$ cat src/rtl/ctrl_pkg.sv
// ctrl_pkg: shared types and constants for the control sequencer.
//   state_e    - sequencer states; the value is what appears on `step`
//   OPC_*      - instruction opcodes (ir[DW-1:DW-5])
//   ALU_*      - ALU operation codes driven on op_sel during T4
//   op_class() - opcode -> register / immediate / illegal class
//   strobe_t   - datapath strobes, field order matches the top-level port list
package ctrl_pkg;

  typedef enum logic [3:0] {
    ST_IDLE = 4'd0,
    ST_T0   = 4'd1,
    ST_T1   = 4'd2,
    ST_T2   = 4'd3,
    ST_T3   = 4'd4,
    ST_T4   = 4'd5,
    ST_T5   = 4'd6,
    ST_PL_A = 4'd7,
    ST_PL_B = 4'd8,
    ST_PL_C = 4'd9
  } state_e;

  localparam logic [4:0] OPC_ADD  = 5'b00011;
  localparam logic [4:0] OPC_SUB  = 5'b00100;
  localparam logic [4:0] OPC_AND  = 5'b00101;
  localparam logic [4:0] OPC_OR   = 5'b00110;
  localparam logic [4:0] OPC_ADDI = 5'b01100;
  localparam logic [4:0] OPC_ANDI = 5'b01101;
  localparam logic [4:0] OPC_ORI  = 5'b01110;

  localparam logic [4:0] ALU_NOP = 5'b00000;
  localparam logic [4:0] ALU_ADD = 5'b00011;
  localparam logic [4:0] ALU_SUB = 5'b00100;
  localparam logic [4:0] ALU_AND = 5'b00101;
  localparam logic [4:0] ALU_OR  = 5'b00110;

  typedef enum logic [1:0] {
    CLS_BAD = 2'd0,
    CLS_REG = 2'd1,
    CLS_IMM = 2'd2
  } op_class_e;

  function automatic op_class_e op_class(input logic [4:0] opc);
    case (opc)
      OPC_ADD, OPC_SUB, OPC_AND, OPC_OR: return CLS_REG;
      OPC_ADDI, OPC_ANDI, OPC_ORI:       return CLS_IMM;
      default:                           return CLS_BAD;
    endcase
  endfunction

  typedef struct packed {
    logic pc_out;
    logic mar_in;
    logic mdr_in;
    logic read;
    logic mdr_out;
    logic inc_pc;
    logic zlo_in;
    logic zlo_out;
    logic pc_in;
    logic ir_in;
    logic y_in;
    logic c_out;
    logic r_out;
    logic r_in;
    logic gra;
    logic grb;
    logic grc;
    logic ba_out;
  } strobe_t;

endpackage

$ cat src/rtl/op_decode.sv
// op_decode: opcode -> instruction class and ALU operation.
//   opcode - ir[DW-1:DW-5]
//   imm    - immediate-class instruction
//   op_sel - ALU operation for T4 (immediate forms map onto their register op)
//   legal  - opcode is one of the supported instructions
module op_decode
  import ctrl_pkg::*;
(
  input  logic [4:0] opcode,
  output logic       imm,
  output logic [4:0] op_sel,
  output logic       legal
);

  op_class_e cls;

  always_comb begin
    cls   = op_class(opcode);
    legal = (cls != CLS_BAD);
    imm   = (cls == CLS_IMM);
    case (opcode)
      OPC_ADD, OPC_ADDI: op_sel = ALU_ADD;
      OPC_SUB:           op_sel = ALU_SUB;
      OPC_AND, OPC_ANDI: op_sel = ALU_AND;
      OPC_OR,  OPC_ORI:  op_sel = ALU_OR;
      default:           op_sel = ALU_NOP;
    endcase
  end

endmodule

$ cat src/rtl/control_sequencer.sv
// control_sequencer: Moore fetch/execute sequencer with register preload.
//   clk, clr        - clock, asynchronous active-low reset
//   start, run      - single instruction / continuous mode
//   preload_req/sel - preload one register from memory
//   mem_rdy         - memory read data valid (stalls PL_B and T1)
//   ir              - instruction register, opcode in the top 5 bits
//   datapath strobes, op_sel, r_rd - decoded purely from registered state
//   step, busy, done, illegal, fault - status
// Optional: define CTRL_WATCHDOG_EN to bound memory stalls to WD_CYCLES
// cycles; on expiry fault is set and the sequencer returns to IDLE.
module control_sequencer
  import ctrl_pkg::*;
#(
  parameter int DW        = 32,
  parameter int NREG      = 16,
  parameter int WD_CYCLES = 15
) (
  input  logic                     clk,
  input  logic                     clr,
  input  logic                     start,
  input  logic                     run,
  input  logic                     preload_req,
  input  logic [$clog2(NREG)-1:0]  preload_sel,
  input  logic                     mem_rdy,
  input  logic [DW-1:0]            ir,
  output logic                     pc_out,
  output logic                     mar_in,
  output logic                     mdr_in,
  output logic                     read,
  output logic                     mdr_out,
  output logic                     inc_pc,
  output logic                     zlo_in,
  output logic                     zlo_out,
  output logic                     pc_in,
  output logic                     ir_in,
  output logic                     y_in,
  output logic                     c_out,
  output logic                     r_out,
  output logic                     r_in,
  output logic                     gra,
  output logic                     grb,
  output logic                     grc,
  output logic                     ba_out,
  output logic [4:0]               op_sel,
  output logic [NREG-1:0]          r_rd,
  output logic [3:0]               step,
  output logic                     busy,
  output logic                     done,
  output logic                     illegal,
  output logic                     fault
);

  state_e                   state, nxt;
  logic [$clog2(NREG)-1:0]  sel_q;
  logic                     imm_q;
  logic [4:0]               alu_q;
  logic                     dec_imm, dec_legal;
  logic [4:0]               dec_op;
  logic                     wd_hit;
  strobe_t                  stb;
  logic                     unused_ir;

  assign unused_ir = ^ir[DW-6:0];

  op_decode u_dec (
    .opcode (ir[DW-1:DW-5]),
    .imm    (dec_imm),
    .op_sel (dec_op),
    .legal  (dec_legal)
  );

  always_ff @(posedge clk or negedge clr) begin
    if (!clr) begin
      state   <= ST_IDLE;
      sel_q   <= '0;
      imm_q   <= 1'b0;
      alu_q   <= ALU_NOP;
      illegal <= 1'b0;
    end else begin
      state <= nxt;
      // Target register is captured on entry so sel may move during the preload.
      if (state == ST_IDLE && preload_req) sel_q <= preload_sel;
      // Decode is frozen at T2 exit; T3/T4 strobes come from these copies.
      if (state == ST_T2) begin
        imm_q <= dec_imm;
        alu_q <= dec_op;
        if (!dec_legal) illegal <= 1'b1;
      end
    end
  end

  always_comb begin
    nxt    = state;
    stb    = '0;
    op_sel = ALU_NOP;
    r_rd   = '0;
    case (state)
      ST_IDLE: begin
        if (preload_req) nxt = ST_PL_A;
        else if (start)  nxt = ST_T0;
      end
      ST_PL_A: begin
        stb.pc_out = 1'b1; stb.mar_in = 1'b1;
        nxt = ST_PL_B;
      end
      ST_PL_B: begin
        stb.read = 1'b1; stb.mdr_in = 1'b1;
        if (mem_rdy)     nxt = ST_PL_C;
        else if (wd_hit) nxt = ST_IDLE;
      end
      ST_PL_C: begin
        stb.inc_pc = 1'b1; stb.mdr_out = 1'b1;
        r_rd[sel_q] = 1'b1;
        nxt = ST_IDLE;
      end
      ST_T0: begin
        stb.pc_out = 1'b1; stb.mar_in = 1'b1; stb.inc_pc = 1'b1; stb.zlo_in = 1'b1;
        nxt = ST_T1;
      end
      ST_T1: begin
        stb.zlo_out = 1'b1; stb.pc_in = 1'b1; stb.read = 1'b1; stb.mdr_in = 1'b1;
        if (mem_rdy)     nxt = ST_T2;
        else if (wd_hit) nxt = ST_IDLE;
      end
      ST_T2: begin
        stb.mdr_out = 1'b1; stb.ir_in = 1'b1;
        nxt = dec_legal ? ST_T3 : ST_IDLE;
      end
      ST_T3: begin
        stb.grb = 1'b1; stb.r_out = 1'b1; stb.y_in = 1'b1; stb.ba_out = imm_q;
        nxt = ST_T4;
      end
      ST_T4: begin
        stb.zlo_in = 1'b1;
        stb.c_out  = imm_q;
        stb.grc    = !imm_q;
        stb.r_out  = !imm_q;
        op_sel     = alu_q;
        nxt = ST_T5;
      end
      ST_T5: begin
        stb.zlo_out = 1'b1; stb.gra = 1'b1; stb.r_in = 1'b1;
        nxt = run ? ST_T0 : ST_IDLE;
      end
      default: nxt = ST_IDLE;
    endcase
  end

  assign {pc_out, mar_in, mdr_in, read, mdr_out, inc_pc, zlo_in, zlo_out, pc_in,
          ir_in, y_in, c_out, r_out, r_in, gra, grb, grc, ba_out} = stb;

  assign step = state;
  assign busy = (state != ST_IDLE);
  assign done = (state == ST_T5);

`ifdef CTRL_WATCHDOG_EN
  localparam int WDW = $clog2(WD_CYCLES + 1);
  logic [WDW-1:0] wd_cnt;
  logic           stall;

  // Counts consecutive not-ready cycles of the current memory wait only.
  assign stall  = (state == ST_PL_B || state == ST_T1) && !mem_rdy;
  assign wd_hit = stall && (wd_cnt == WDW'(WD_CYCLES - 1));

  always_ff @(posedge clk or negedge clr) begin
    if (!clr) begin
      wd_cnt <= '0;
      fault  <= 1'b0;
    end else begin
      wd_cnt <= (stall && !wd_hit) ? wd_cnt + 1'b1 : '0;
      if (wd_hit) fault <= 1'b1;
    end
  end
`else
  logic unused_wd;
  assign unused_wd = WD_CYCLES[0];
  assign wd_hit    = 1'b0;
  assign fault     = 1'b0;
`endif

endmodule

$ cat config.mk
export PLATFORM = sky130hd
export DESIGN_NAME = control_sequencer
export DESIGN_NICKNAME = d
export VERILOG_FILES = /design/src/rtl/ctrl_pkg.sv /design/src/rtl/op_decode.sv /design/src/rtl/control_sequencer.sv
export SDC_FILE = /design/constraint.sdc
export NUM_CORES = 1
export LEC_CHECK = 0
export ABC_AREA = 1
export CORE_ASPECT_RATIO = 1.75
export CORE_MARGIN = 8
export CORE_UTILIZATION = 30
export CTS_CLUSTER_SIZE = 28
export DETAILED_ROUTE_END_ITERATION = 6
export PLACE_DENSITY = 0.85
export SLEW_MARGIN = 20
export SYNTH_ARGS = -nofsm -noshare
export SYNTH_HDL_FRONTEND = slang
export SYNTH_HIERARCHICAL = 1
export SYNTH_SLANG_ARGS = --single-unit
$ cat constraint.sdc
create_clock -name clk -period 1.8 [get_ports clk]
set_input_delay 0.27 -clock clk [delete_from_list [all_inputs] [get_ports clk]]
set_output_delay 0.27 -clock clk [all_outputs]
set_load 0.05 [all_outputs]
After elaboration in Yosys (flattened, before gate mapping)

Cells that the tools add are included.

Magnitude comparators: 2
Eq/ne operators: 20
Muxes and demuxes: 27
Bitwise gates (word level): 1
Reduce and logical (&&, ||, !) cells: 19

Operators by type and width:

| operator                                                          | count |
|---|---|
| one-hot mux 4 bit (9 select lines)                                | 1 |
| OR reduction 2 bit                                                | 9 |
| == test 4 x 3 -> 1 bit, second input constant                     | 4 |
| two-way mux 16 bit                                                | 1 |
| two-way mux 4 bit                                                 | 4 |
| == test 5 x 3 -> 1 bit, second input constant                     | 3 |
| == test 5 x 4 -> 1 bit, second input constant                     | 3 |
| two-way mux 1 bit                                                 | 12 |
| one-hot mux 3 bit (4 select lines)                                | 1 |
| == test 4 x 2 -> 1 bit, second input constant                     | 2 |
| == test 4 bit, second input constant                              | 2 |
| two-way mux 2 bit                                                 | 3 |
| == test 5 x 2 -> 1 bit, second input constant                     | 1 |
| less-than comparator 4 x 5 -> 1 bit, second input constant        | 1 |
| two-way mux 5 bit                                                 | 1 |
| demux 1 bit (select 4 bit)                                        | 1 |
| == test 4 x 1 -> 1 bit, second input constant                     | 1 |
| greater-or-equal comparator 4 x 1 -> 1 bit, second input constant | 1 |
| logical NOT 4 bit                                                 | 1 |
| inequality test 2 bit, second input constant                      | 2 |
| one-hot mux 2 bit (2 select lines)                                | 1 |
| nonzero test 4 bit                                                | 1 |
| OR reduction 4 bit                                                | 1 |
| two-way mux 3 bit                                                 | 1 |
| 10 further kinds                                                  | 11 |

Register bits: 15
Input bits: 42
Output and inout bits: 47
Logic and storage cells: 74

Logic depth before layout (Yosys ltp)

Depth after elaboration: 6
Gate-level depth with buffers: 8
Gate-level depth less buffers: 8

By module

Netlist, hierarchy kept.

Modules (own cells, without submodules):

| module            | times used | cells each | area each (um^2) | sequential area each (um^2) |
|---|---|---|---|---|
| control_sequencer | 1          | 140        | 947.2            | 375.4 |
| op_decode         | 1          | 29         | 135.1            | 0.0 |

Worst setup path before layout

No wires, ideal clock.

Kind: flip-flop to output port
From: reg state[0] (netlist: step[0])
To: out pc_out
Data arrival time: 2.496 ns
Data required time: 1.530 ns
Slack: -0.966 ns
Stages on the path, launching flop included: 4
Buffers on the path: 1
Cells stage by stage: dfrtp_1 -> nand2_1 -> o21ai_0 -> buf_4

Longest elaborated chain between the ends: 3
Elaborated cells on any way between the ends: 4
Those cells by class: eq/ne (2); mux (1); reduce/logical (1)

RTL lines:

| element                                                                 | line                    | text |
|---|---|---|
| from (decl)                                                             | control_sequencer.sv:53 | `state_e state, nxt;` |
| from (signal assigned)                                                  | control_sequencer.sv:80 | `state <= nxt;` |
| == test 4 x 1 -> 1 bit / == test 4 x 3 -> 1 bit (equally long branches) | control_sequencer.sv:97 | `case (state)` |
| OR reduction 2 bit (no line) *                                          | n/a                     |  |
| two-way mux 2 bit *                                                     | control_sequencer.sv:97 |  |
| to (decl)                                                               | control_sequencer.sv:26 | `output logic pc_out,` |

Mark *: on every way between the ends. The rest lies on a longest branch, timed or not.

Final worst setup path

From: reg state[3] (netlist: step[3])
To: out r_out

Longest elaborated chain between the ends: 2
Elaborated cells on any way between the ends: 3
Those cells by class: eq/ne (2); mux (1)

RTL lines:

| element                              | line                    | text |
|---|---|---|
| == test 4 x 3 -> 1 bit               | control_sequencer.sv:97 |  |
| one-hot mux 1 bit (2 select lines) * | control_sequencer.sv:97 |  |
| to (decl)                            | control_sequencer.sv:38 | `output logic r_out,` |

Marked as above.

==> flow_summary.ini <==
[clocking]
root_buffer = clkbuf_8
cts_tree = built
worstSkewPairLatency_ps = 240
path_clk_slew_ps = 60
clkSinkCount = 15
cts.path.max_buffers = 2
numCtsBuffers = 3
htreeDepth = 1

[floorplan]
core_sq_um = 3560
chipHeight_um = 95.5
die_w_um = 61.4
die_area_sq_um = 5860
start_util_pct = 30.4
boundaryPins = 89
num_rows = 29

[worst_setup_path]
crit_type = register to output pin
start_kind = register
end_kind = output pin
path_cells = buf_4 -> nor2_4 -> nand3_2 -> o21ai_2 -> buf_12
required_ps = 1530
cp_slowest_cell = dfrtp_2
crit_buf_inv = 2
max_stage_delay_ps = 410
cp_max_fo = 9
path_delay_family = simple AND/OR/NAND/NOR gates
arrival_ps = 1640

[global_routing]
grt_max_degree = 16
grtUsageTotal_pct = 14.5
grt_remaining_overflow = 0
grt_pass1_vias = 1435
grt_first_pass_wirelength_mm = 6.60
grt_antenna_before_repair = 0

[routing]
routed_wl_mm = 4.07
wl_met2_mm = 2.38
highest_layer = met4
ant_nets = 0
detail_route.first_pass.iterations = 4
wl_met3_um = 202
drt_iter0_markers = 23
met1Wirelength_mm = 1.41
num_vias = 1331
vias_per_cell = 4.64
routedWlPerCell_um = 14.2
drc = 0

[min_path]
hp-class = primary input to async pin

[timing]
rsz0062_at_grt = yes
holdWs_ps = 434
worstMarginPinSlew_ps = 655
skew_ps = 2.63
max_slew_margin_pct = 56.2
finalCriticalPeriod_ps = 1910
fin_setup_tns_ps = -2040
drv_slew = 0
max_freq_mhz = 523
finalHoldViolations = 0
setup_slack_ps = -112
finalSetupViolCount = 28
timing.final.crit_share_pct = 106

[logic_synthesis]
ys_top_cells_by_area = dfrtp_1, nand2_1, nor2_1, inv_1, nand3_1
ys_seq_area_share_pct = 34.7
synthCells = 169
synth_top_cell_by_area = dfrtp_1
yosysUniqueCellTypes = 20
synth_area_per_cell_sq_um = 6.40
yosysWarningCount = 6
ys_ff_latch = 15
netlist_area_sq_um = 1080
yosysTopAreaCellShare_pct = 34.7

[finish]
fin_util_pct = 69.1
n_antenna_cell = 0
final_cell_area_sq_um = 2460
syn_to_final_growth_pct = 127
drive_gt1_share_pct = 47.7
finalNonFillerCells = 287
nets = 284

[status]
violations = negative setup slack
outcome = finished with violations

[place]
place_inst = 270
placedInstanceArea_sq_um = 2260
port_buffers = 60
place_ws_ps = -11.7
dp_hpwl_mm = 3.27
place.gp.congestion = 0.876

[job]
max-cap-violations = 0

[power]
pwr_density_cell_nw_per_um2 = 1570
ir_worst_vdd_v = 0.00107
power.leakage_nw = 1.07
totalPowerFinal_mw = 3.87
-- Yosys cell counts --
cell type	n
o21a_2	1
buf_6	1
nor3_1	1
nand3_2	1
nand3_1	13
dfrtp_1	15
nor2_2	2
nor2_1	38
o21ai_0	9
o21bai_1	1
or2_2	1
nor3_4	1
nor2_4	3
nand2_1	42
nand4_1	1
inv_1	26
inv_2	2
or2_0	1
conb_1	2
buf_4	8
-- worst paths after layout --
check / endpoint / start / slack [ps] / cells after the start
hold reg to reg: illegal$_DFFE_PN0P_ / illegal$_DFFE_PN0P_ / 500 / 1
max in group asynchronous: step[0]$_DFFE_PN0P_ / clr / 910 / 1
hold / removal: sel_q[0]$_DFFE_PN0P_ / clr / 430 / 1
setup reg to reg: sel_q[1]$_DFFE_PN0P_ / step[1]$_DFFE_PN0P_ / 200 / 7
min in group clk: illegal$_DFFE_PN0P_ / illegal$_DFFE_PN0P_ / 500 / 1
setup / recovery: r_out / step[3]$_DFFE_PN0P_ / -110 / 5
-- cells in the final DEF (no fill, tap or decap), drive strengths merged --
cell / count
buf: 61
clkbuf: 4
clkdlybuf4s50: 15
clkinvlp: 1
conb: 3
dfrtp: 15
inv: 27
nand2: 42
nand3: 14
nand4: 1
nor2: 43
nor3: 2
o21a: 1
o21ai: 9
o21bai: 1
or2: 2
-- sequential cells by signal, summed over array words and instances, names as in the netlist --
name / flops
imm_q: 1
illegal: 1
step: 4
sel_q: 4
alu_q: 5
-- metal layers --
metal / track usage [%] / vias to the layer above
met4: 5.93 / 0
met1: 14.3 / 621
met2: 28.4 / 45
met3: 1.62 / 8
li1: - / 657
met5: 0 / -
-- power by group --
| part | switching (mW) | total, mW | internal [mW] |
|---|---|---|---|
| Combinational | 1.81 | 2.95 | 1.14 |
| Clock | 0.106 | 0.263 | 0.156 |
| Sequential | 0.167 | 0.657 | 0.491 |
-- cell families (layout without fill, tap and decap cells) --
logic type	Yosys count	after routing	share of synthesized area, %
DFF	15	15	34.7
AOI/OAI and AO/OA	11	11	5.66
buffers and inverters	37	108	16.3
other	2	3	0.694
and+or+nand+nor	104	104	42.7
-- layout make-up --
cell class	instances	area (sq um)
inverters	28	109
clock buffers	4	45.0
flip-flops and latches	15	380
fillers	262	1100
well taps	46	57.6
multi-input cells	118	752
repair buffers	76	1110
-- repair_timing --
action,CTS,global route
pin swaps,6,5
hold buffers,0,0
endpoints found under the setup margin,22,32
resized for setup,7,5
setup buffers,7,6
endpoints found under the hold margin,0,0
Note: power is estimated with default switching activity, not from simulation.
